$ cat src/rtl/bpred_init_if.sv
// Predictor/RF init bus: EX-side update requests in, table write ports out.
// master = update source and table owner, slave = init sequencer.
interface bpred_init_if #(
    parameter int BTB_AW = 8,
    parameter int BTB_W  = 40,
    parameter int BHT_AW = 8,
    parameter int RF_AW  = 5
);
    logic              pred_flush_i;
    logic              btb_upd_i;
    logic [BTB_AW-1:0] btb_upd_addr_i;
    logic [BTB_W-1:0]  btb_upd_data_i;
    logic              bht_upd_i;
    logic [BHT_AW-1:0] bht_upd_addr_i;
    logic [1:0]        bht_upd_data_i;

    logic              btb_we_o;
    logic [BTB_AW-1:0] btb_waddr_o;
    logic [BTB_W-1:0]  btb_wdata_o;
    logic              bht_we_o;
    logic [BHT_AW-1:0] bht_waddr_o;
    logic [1:0]        bht_wdata_o;
    logic              rf_we_o;
    logic [RF_AW-1:0]  rf_waddr_o;
    logic [31:0]       rf_wdata_o;
    logic              stall_o;
    logic              init_done_o;
    logic              upd_drop_o;

    modport master (
        output pred_flush_i, btb_upd_i, btb_upd_addr_i, btb_upd_data_i,
        output bht_upd_i, bht_upd_addr_i, bht_upd_data_i,
        input  btb_we_o, btb_waddr_o, btb_wdata_o,
        input  bht_we_o, bht_waddr_o, bht_wdata_o,
        input  rf_we_o, rf_waddr_o, rf_wdata_o,
        input  stall_o, init_done_o, upd_drop_o
    );

    modport slave (
        input  pred_flush_i, btb_upd_i, btb_upd_addr_i, btb_upd_data_i,
        input  bht_upd_i, bht_upd_addr_i, bht_upd_data_i,
        output btb_we_o, btb_waddr_o, btb_wdata_o,
        output bht_we_o, bht_waddr_o, bht_wdata_o,
        output rf_we_o, rf_waddr_o, rf_wdata_o,
        output stall_o, init_done_o, upd_drop_o
    );
endinterface

$ cat src/rtl/bpred_init_ctrl.sv
// Clears BTB/BHT/RF after reset, stalls the pipe meanwhile, then arbitrates
// the BTB/BHT write ports between EX updates and run-time predictor flushes.
module bpred_init_ctrl #(
    parameter int           BTB_AW   = 8,
    parameter int           BTB_W    = 40,
    parameter int           BHT_AW   = 8,
    parameter int           RF_AW    = 5,
    parameter logic [1:0]   BHT_INIT = 2'b00
) (
    input  logic        clk,
    input  logic        rst_i,
    bpred_init_if.slave bus
);

    localparam logic [1:0] SWEEP_ALL  = 2'd0;
    localparam logic [1:0] RUN        = 2'd1;
    localparam logic [1:0] SWEEP_PRED = 2'd2;

    logic [1:0]        state;
    logic [BTB_AW-1:0] idx;
    logic              last;
    logic              rf_span;
    logic              any_upd;

    assign last    = (idx == {BTB_AW{1'b1}});
    assign rf_span = (idx[BTB_AW-1:RF_AW] == '0);
    assign any_upd = bus.btb_upd_i | bus.bht_upd_i;

    always_ff @(posedge clk) begin
        if (rst_i) begin
            state           <= SWEEP_ALL;
            idx             <= '0;
            bus.btb_we_o    <= 1'b0;
            bus.btb_waddr_o <= '0;
            bus.btb_wdata_o <= '0;
            bus.bht_we_o    <= 1'b0;
            bus.bht_waddr_o <= '0;
            bus.bht_wdata_o <= '0;
            bus.rf_we_o     <= 1'b0;
            bus.rf_waddr_o  <= '0;
            bus.rf_wdata_o  <= '0;
            bus.stall_o     <= 1'b1;
            bus.init_done_o <= 1'b0;
            bus.upd_drop_o  <= 1'b0;
        end else begin
            bus.rf_we_o    <= 1'b0;
            bus.rf_wdata_o <= '0;
            case (state)
                RUN: begin
                    bus.init_done_o <= 1'b1;
                    if (bus.pred_flush_i) begin
                        // Flush outranks any update arriving in the same cycle.
                        state          <= SWEEP_PRED;
                        idx            <= '0;
                        bus.btb_we_o   <= 1'b0;
                        bus.bht_we_o   <= 1'b0;
                        bus.stall_o    <= 1'b1;
                        bus.upd_drop_o <= any_upd;
                    end else begin
                        bus.btb_we_o    <= bus.btb_upd_i;
                        bus.btb_waddr_o <= bus.btb_upd_addr_i;
                        bus.btb_wdata_o <= bus.btb_upd_data_i;
                        bus.bht_we_o    <= bus.bht_upd_i;
                        bus.bht_waddr_o <= bus.bht_upd_addr_i;
                        bus.bht_wdata_o <= bus.bht_upd_data_i;
                        bus.stall_o     <= 1'b0;
                        bus.upd_drop_o  <= 1'b0;
                    end
                end
                SWEEP_ALL, SWEEP_PRED: begin
                    bus.btb_we_o    <= 1'b1;
                    bus.btb_waddr_o <= idx;
                    bus.btb_wdata_o <= '0;
                    bus.bht_we_o    <= 1'b1;
                    bus.bht_waddr_o <= idx;
                    bus.bht_wdata_o <= BHT_INIT;
                    bus.rf_we_o     <= (state == SWEEP_ALL) && rf_span;
                    bus.rf_waddr_o  <= idx[RF_AW-1:0];
                    bus.stall_o     <= 1'b1;
                    bus.upd_drop_o  <= any_upd;
                    if (last) begin
                        state <= RUN;
                        idx   <= '0;
                    end else begin
                        idx <= idx + 1'b1;
                    end
                end
                default: begin
                    state           <= SWEEP_ALL;
                    idx             <= '0;
                    bus.btb_we_o    <= 1'b0;
                    bus.bht_we_o    <= 1'b0;
                    bus.stall_o     <= 1'b1;
                    bus.init_done_o <= 1'b0;
                    bus.upd_drop_o  <= 1'b0;
                end
            endcase
        end
    end

endmodule

$ cat src/flat_wrapper.sv
// flat-port wrapper written by rule: the top's interface ports become plain ports
module bpred_init_ctrl_flat 
#(
    parameter int           BTB_AW   = 8,
    parameter int           BTB_W    = 40,
    parameter int           BHT_AW   = 8,
    parameter int           RF_AW    = 5,
    parameter logic [1:0]   BHT_INIT = 2'b00
)
  (clk, rst_i, bus_pred_flush_i, bus_btb_upd_i, bus_btb_upd_addr_i, bus_btb_upd_data_i, bus_bht_upd_i, bus_bht_upd_addr_i, bus_bht_upd_data_i, bus_btb_we_o, bus_btb_waddr_o, bus_btb_wdata_o, bus_bht_we_o, bus_bht_waddr_o, bus_bht_wdata_o, bus_rf_we_o, bus_rf_waddr_o, bus_rf_wdata_o, bus_stall_o, bus_init_done_o, bus_upd_drop_o);
  bpred_init_if #(.BTB_AW(BTB_AW), .BTB_W(BTB_W), .BHT_AW(BHT_AW), .RF_AW(RF_AW)) bus_i ();
  input  logic clk;
  input  logic rst_i;
  input wire logic [$bits(bus_i.pred_flush_i)-1:0] bus_pred_flush_i;
  input wire logic [$bits(bus_i.btb_upd_i)-1:0] bus_btb_upd_i;
  input wire logic [$bits(bus_i.btb_upd_addr_i)-1:0] bus_btb_upd_addr_i;
  input wire logic [$bits(bus_i.btb_upd_data_i)-1:0] bus_btb_upd_data_i;
  input wire logic [$bits(bus_i.bht_upd_i)-1:0] bus_bht_upd_i;
  input wire logic [$bits(bus_i.bht_upd_addr_i)-1:0] bus_bht_upd_addr_i;
  input wire logic [$bits(bus_i.bht_upd_data_i)-1:0] bus_bht_upd_data_i;
  output wire logic [$bits(bus_i.btb_we_o)-1:0] bus_btb_we_o;
  output wire logic [$bits(bus_i.btb_waddr_o)-1:0] bus_btb_waddr_o;
  output wire logic [$bits(bus_i.btb_wdata_o)-1:0] bus_btb_wdata_o;
  output wire logic [$bits(bus_i.bht_we_o)-1:0] bus_bht_we_o;
  output wire logic [$bits(bus_i.bht_waddr_o)-1:0] bus_bht_waddr_o;
  output wire logic [$bits(bus_i.bht_wdata_o)-1:0] bus_bht_wdata_o;
  output wire logic [$bits(bus_i.rf_we_o)-1:0] bus_rf_we_o;
  output wire logic [$bits(bus_i.rf_waddr_o)-1:0] bus_rf_waddr_o;
  output wire logic [$bits(bus_i.rf_wdata_o)-1:0] bus_rf_wdata_o;
  output wire logic [$bits(bus_i.stall_o)-1:0] bus_stall_o;
  output wire logic [$bits(bus_i.init_done_o)-1:0] bus_init_done_o;
  output wire logic [$bits(bus_i.upd_drop_o)-1:0] bus_upd_drop_o;
  assign bus_i.pred_flush_i = bus_pred_flush_i;
  assign bus_i.btb_upd_i = bus_btb_upd_i;
  assign bus_i.btb_upd_addr_i = bus_btb_upd_addr_i;
  assign bus_i.btb_upd_data_i = bus_btb_upd_data_i;
  assign bus_i.bht_upd_i = bus_bht_upd_i;
  assign bus_i.bht_upd_addr_i = bus_bht_upd_addr_i;
  assign bus_i.bht_upd_data_i = bus_bht_upd_data_i;
  assign bus_btb_we_o = bus_i.btb_we_o;
  assign bus_btb_waddr_o = bus_i.btb_waddr_o;
  assign bus_btb_wdata_o = bus_i.btb_wdata_o;
  assign bus_bht_we_o = bus_i.bht_we_o;
  assign bus_bht_waddr_o = bus_i.bht_waddr_o;
  assign bus_bht_wdata_o = bus_i.bht_wdata_o;
  assign bus_rf_we_o = bus_i.rf_we_o;
  assign bus_rf_waddr_o = bus_i.rf_waddr_o;
  assign bus_rf_wdata_o = bus_i.rf_wdata_o;
  assign bus_stall_o = bus_i.stall_o;
  assign bus_init_done_o = bus_i.init_done_o;
  assign bus_upd_drop_o = bus_i.upd_drop_o;
  bpred_init_ctrl #(.BTB_AW(BTB_AW), .BTB_W(BTB_W), .BHT_AW(BHT_AW), .RF_AW(RF_AW), .BHT_INIT(BHT_INIT)) u_core (.clk(clk), .rst_i(rst_i), .bus(bus_i));
endmodule
$ cat config.mk
export PLATFORM = sky130hd
export DESIGN_NAME = bpred_init_ctrl_flat
export DESIGN_NICKNAME = d
export VERILOG_FILES = /design/src/rtl/bpred_init_if.sv /design/src/rtl/bpred_init_ctrl.sv /design/src/flat_wrapper.sv
export SDC_FILE = /design/constraint.sdc
export NUM_CORES = 1
export LEC_CHECK = 0
export BUFFER_PORTS_ARGS = -buffer_cell sky130_fd_sc_hd__buf_2
export CELL_PAD_IN_SITES_DETAIL_PLACEMENT = 0
export CELL_PAD_IN_SITES_GLOBAL_PLACEMENT = 1
export CORE_ASPECT_RATIO = 1.5
export CORE_UTILIZATION = 34
export CTS_CLUSTER_SIZE = 30
export DETAILED_ROUTE_END_ITERATION = 16
export GPL_TIMING_DRIVEN = 0
export PLACE_DENSITY_LB_ADDON = 0.05
export SYNTH_ARGS = -nofsm -noshare
export SYNTH_HDL_FRONTEND = slang
export SYNTH_SLANG_ARGS = --single-unit
$ cat constraint.sdc
create_clock -name clk -period 3.4 [get_ports clk]
set_input_delay 0.34 -clock clk [delete_from_list [all_inputs] [get_ports clk]]
set_output_delay 0.34 -clock clk [all_outputs]
set_load 0.02 [all_outputs]
==> results.txt <==
Clock sink count -> 79
Final-stage net count -> 531
Clock Latency Late Sink -> 0.33 ns
Wire length per cell -> 13.1 um
GP Congestion -> 0.711
Layout cell share with drive strength beyond 1 -> 40.8%
Vias in the first global route -> 2297
Final HPWL DP -> 5620 um
Max Fanout on Critical Path -> 10
Period utilisation layout -> 46.1%
Fraction of the mapped netlist area in compound gates -> 21.5%
# rows -> 41
Worst Tran Pin Value -> 0.519 ns
CTS tree -> built
First-pass GRT wire length -> 11400 um
Ant diodes -> 0
Post-synthesis xor/xnor area fraction -> 0.293%
CTS Root Cell -> clkbuf_16
Max-Cap Viols -> 0
Initial core utilization -> 35.3%
Seq/Total Area, Yosys -> 52.9%
IO Pins -> 164
Combinational share of power -> 7.0%
Ys flop type -> dfxtp_1
Tot Pwr -> 2.04 mW
Cts bufs inserted -> 9
Antenna violations before repair -> 0
Buffers on Ports -> 131
Yosys cell types -> 36
Detailed Route WL -> 7560 um
Final Slew Violations -> 0
First drt pass iteration count -> 4
Worst slew margin -> 65.4%
Final setup fails -> 0
Overall routing resource usage -> 16.2%
Post-synth ARST share -> 0%
Psw -> 435 uW
Post-Syn Area per Cell -> 10.2 um2
Post-Syn Area -> 0.00299 mm2
Internal power -> 1.61 mW
Hold buffers post-CTS -> 0
Adder-cell share of the synthesized area -> 0.418%
Clock share of power -> 46.7%
P_leak -> 2.03 nW
Warnings, synthesis -> 0
Worst vdd rail ir drop -> 0.000302 V
Crit path DAT -> 1.82 ns
Core Area -> 0.00846 mm2
Synth Instances -> 294
Clk slew on worst S/H paths -> 0.06 ns
Critical Path RT -> 3.65 ns
Setup TNS -> 0 ns
Die height -> 117 um
DRC violations left -> 0
Reg power frac -> 46.3%
Final min period -> 1.57 ns
Die area -> 0.00918 mm2
Switching Fraction -> 21.3%
Min-delay worst type -> in2reg
Largest family of logic cells by synthesized area -> compound AO/OA/AOI/OAI gates
Vias per cell -> 4.44
Status -> finished clean
ANT nets after route -> 0
Worst setup EP type -> flop
Largest net degree at the start of global routing -> 13
H-tree levels -> 3
Gr ovfl total -> 0
Chip width -> 78.6 um
Fmax -> 637 MHz
Clock Tree Buf Depth -> 2
RSZ-0062 raised after global routing -> false
DR vias -> 2568
Power Density -> 487 mW/mm2
Area Overhead vs Synth -> 40.3%
# fillers -> 853
Post-synthesis simple-gate area fraction -> 11.7%
Endpoints failing hold -> 0
Flops & latches, synth -> 79
EDFF count, synth -> 0
Post_cts resized -> 0
Clock skew -> 0.00528 ns
Post-CTS setup buffers -> 0
Mux cell area share after synthesis -> 0.669%
WS Path Type -> reg2reg
Crit start category -> flop
Starting DRC count in detailed routing -> 65
worst paths after layout:
check / cells past startpoint / end / slack (ns) / startpoint
setup / recovery: 4 / u_core.bus.bht_waddr_o[7] / 1.83 / u_core.state[0]
hold / removal: 2 / u_core.bus.bht_we_o / 0.22 / bus_bht_upd_i
setup reg to reg: 4 / u_core.bus.bht_waddr_o[7] / 1.83 / u_core.state[0]
hold reg to reg: 2 / u_core.bus.rf_waddr_o[1] / 0.46 / u_core.bus.rf_waddr_o[1]
flip-flops by register name, indices dropped and copies added, names as in the netlist, 2 cells and up:
name	cells
u_core.state	2
u_core.bus.rf_waddr_o	5
u_core.bus.btb_waddr_o	8
u_core.bus.btb_wdata_o	40
u_core.idx	8
u_core.bus.bht_waddr_o	8
u_core.bus.bht_wdata_o	2
layout make-up:
| class | count | area (um2) | area share [%] |
|---|---|---|---|
| clock inverter | 3 | 42.5 | 1.01 |
| inverter | 3 | 11.3 | 0.268 |
| sequential | 79 | 1580 | 37.7 |
| buffer | 51 | 360 | 8.59 |
| clock buffer | 12 | 256 | 6.11 |
| timing repair buffer | 131 | 656 | 15.6 |
| tap | 107 | 134 | 3.19 |
| multi-input combinational | 192 | 1150 | 27.5 |
critical path: stages, from the launching register on:
cell and delay (ns):
dfxtp_1 0.45, nor3b_4 0.47, buf_2 0.33, nand2_1 0.08, a31oi_1 0.16
cell usage in the layout, fill, tap and decap left out, drive strengths merged, types with 2 or more instances in the layout:
master  instances
o21ai           4
nor2            8
nand2          39
a31oi          15
inv             3
a211oi          2
a22o           43
mux2i           2
or4             4
a21o            2
a22oi           3
nand3           3
nand2b          9
dfxtp          79
nor2b           2
clkbuf         18
a21oi           9
conb           32
o31ai           4
buf           176
cells by family after synthesis:
group	Yosys count
AO/OA/AOI/OAI	85
adder cells (fa/ha/maj)	1
multiplexers	2
AND/OR/NAND/NOR	71
XOR/XNOR	1
flip-flops	79
other	1
buffers and inverters	54
synthesized netlist by cell type, types with 2 or more instances:
master | n | area [um2]
a211oi_1 | 2 | 15.0
a21o_1 | 2 | 15.0
a21oi_1 | 9 | 45.0
a22o_1 | 43 | 377
a22oi_1 | 3 | 22.5
a31oi_1 | 15 | 93.8
buf_2 | 6 | 30.0
buf_4 | 33 | 248
buf_6 | 5 | 56.3
clkbuf_1 | 6 | 22.5
dfxtp_1 | 79 | 1580
inv_1 | 2 | 7.51
mux2i_1 | 2 | 20.0
nand2_1 | 39 | 146
nand2b_1 | 9 | 56.3
nand3_1 | 3 | 15.0
nor2_1 | 8 | 30.0
nor2b_1 | 2 | 12.5
o21ai_0 | 3 | 15.0
o31ai_1 | 4 | 30.0
or4_1 | 4 | 30.0
metal layers:
layer / track usage (%) / up-vias / part of all wire, %
met5: 0 / - / 0
met4: 8.77 / 0 / 1.8
met3: 2.48 / 8 / 4.8
met2: 28.4 / 86 / 51
met1: 19.0 / 1144 / 42
li1: - / 1330 / -
through the flow:
| stage | utilization [%] | hold WS, ns | cell area, um2 | std cells | setup WS (ns) |
|---|---|---|---|---|---|
| 4_1_cts | 49.6 | 0.212 | 4200 | 578 | 1.82 |
| 3_3_place_gp | 46.0 | 0.451 | 3900 | 563 | 1.68 |
| 3_5_place_dp | 46.0 | 0.451 | 3900 | 563 | 1.66 |
| 2_1_floorplan | - | 0.450 | 3110 | 325 | 2.04 |
| 6_report | 49.6 | 0.223 | 4200 | 578 | 1.83 |
| 5_1_grt | 49.6 | 0.218 | 4200 | 578 | 1.68 |
power by group through the flow:
stage          Clock [mW]  Combinational (mW)  Sequential [mW]
6_report            0.953               0.144            0.945
3_5_place_dp            0               0.144            0.965
2_1_floorplan           0              0.0801            0.975
5_1_grt              1.02               0.158            0.946
3_3_place_gp            0               0.143            0.965
4_1_cts             0.983               0.144            0.945
Power figures use the tool's default switching activity.
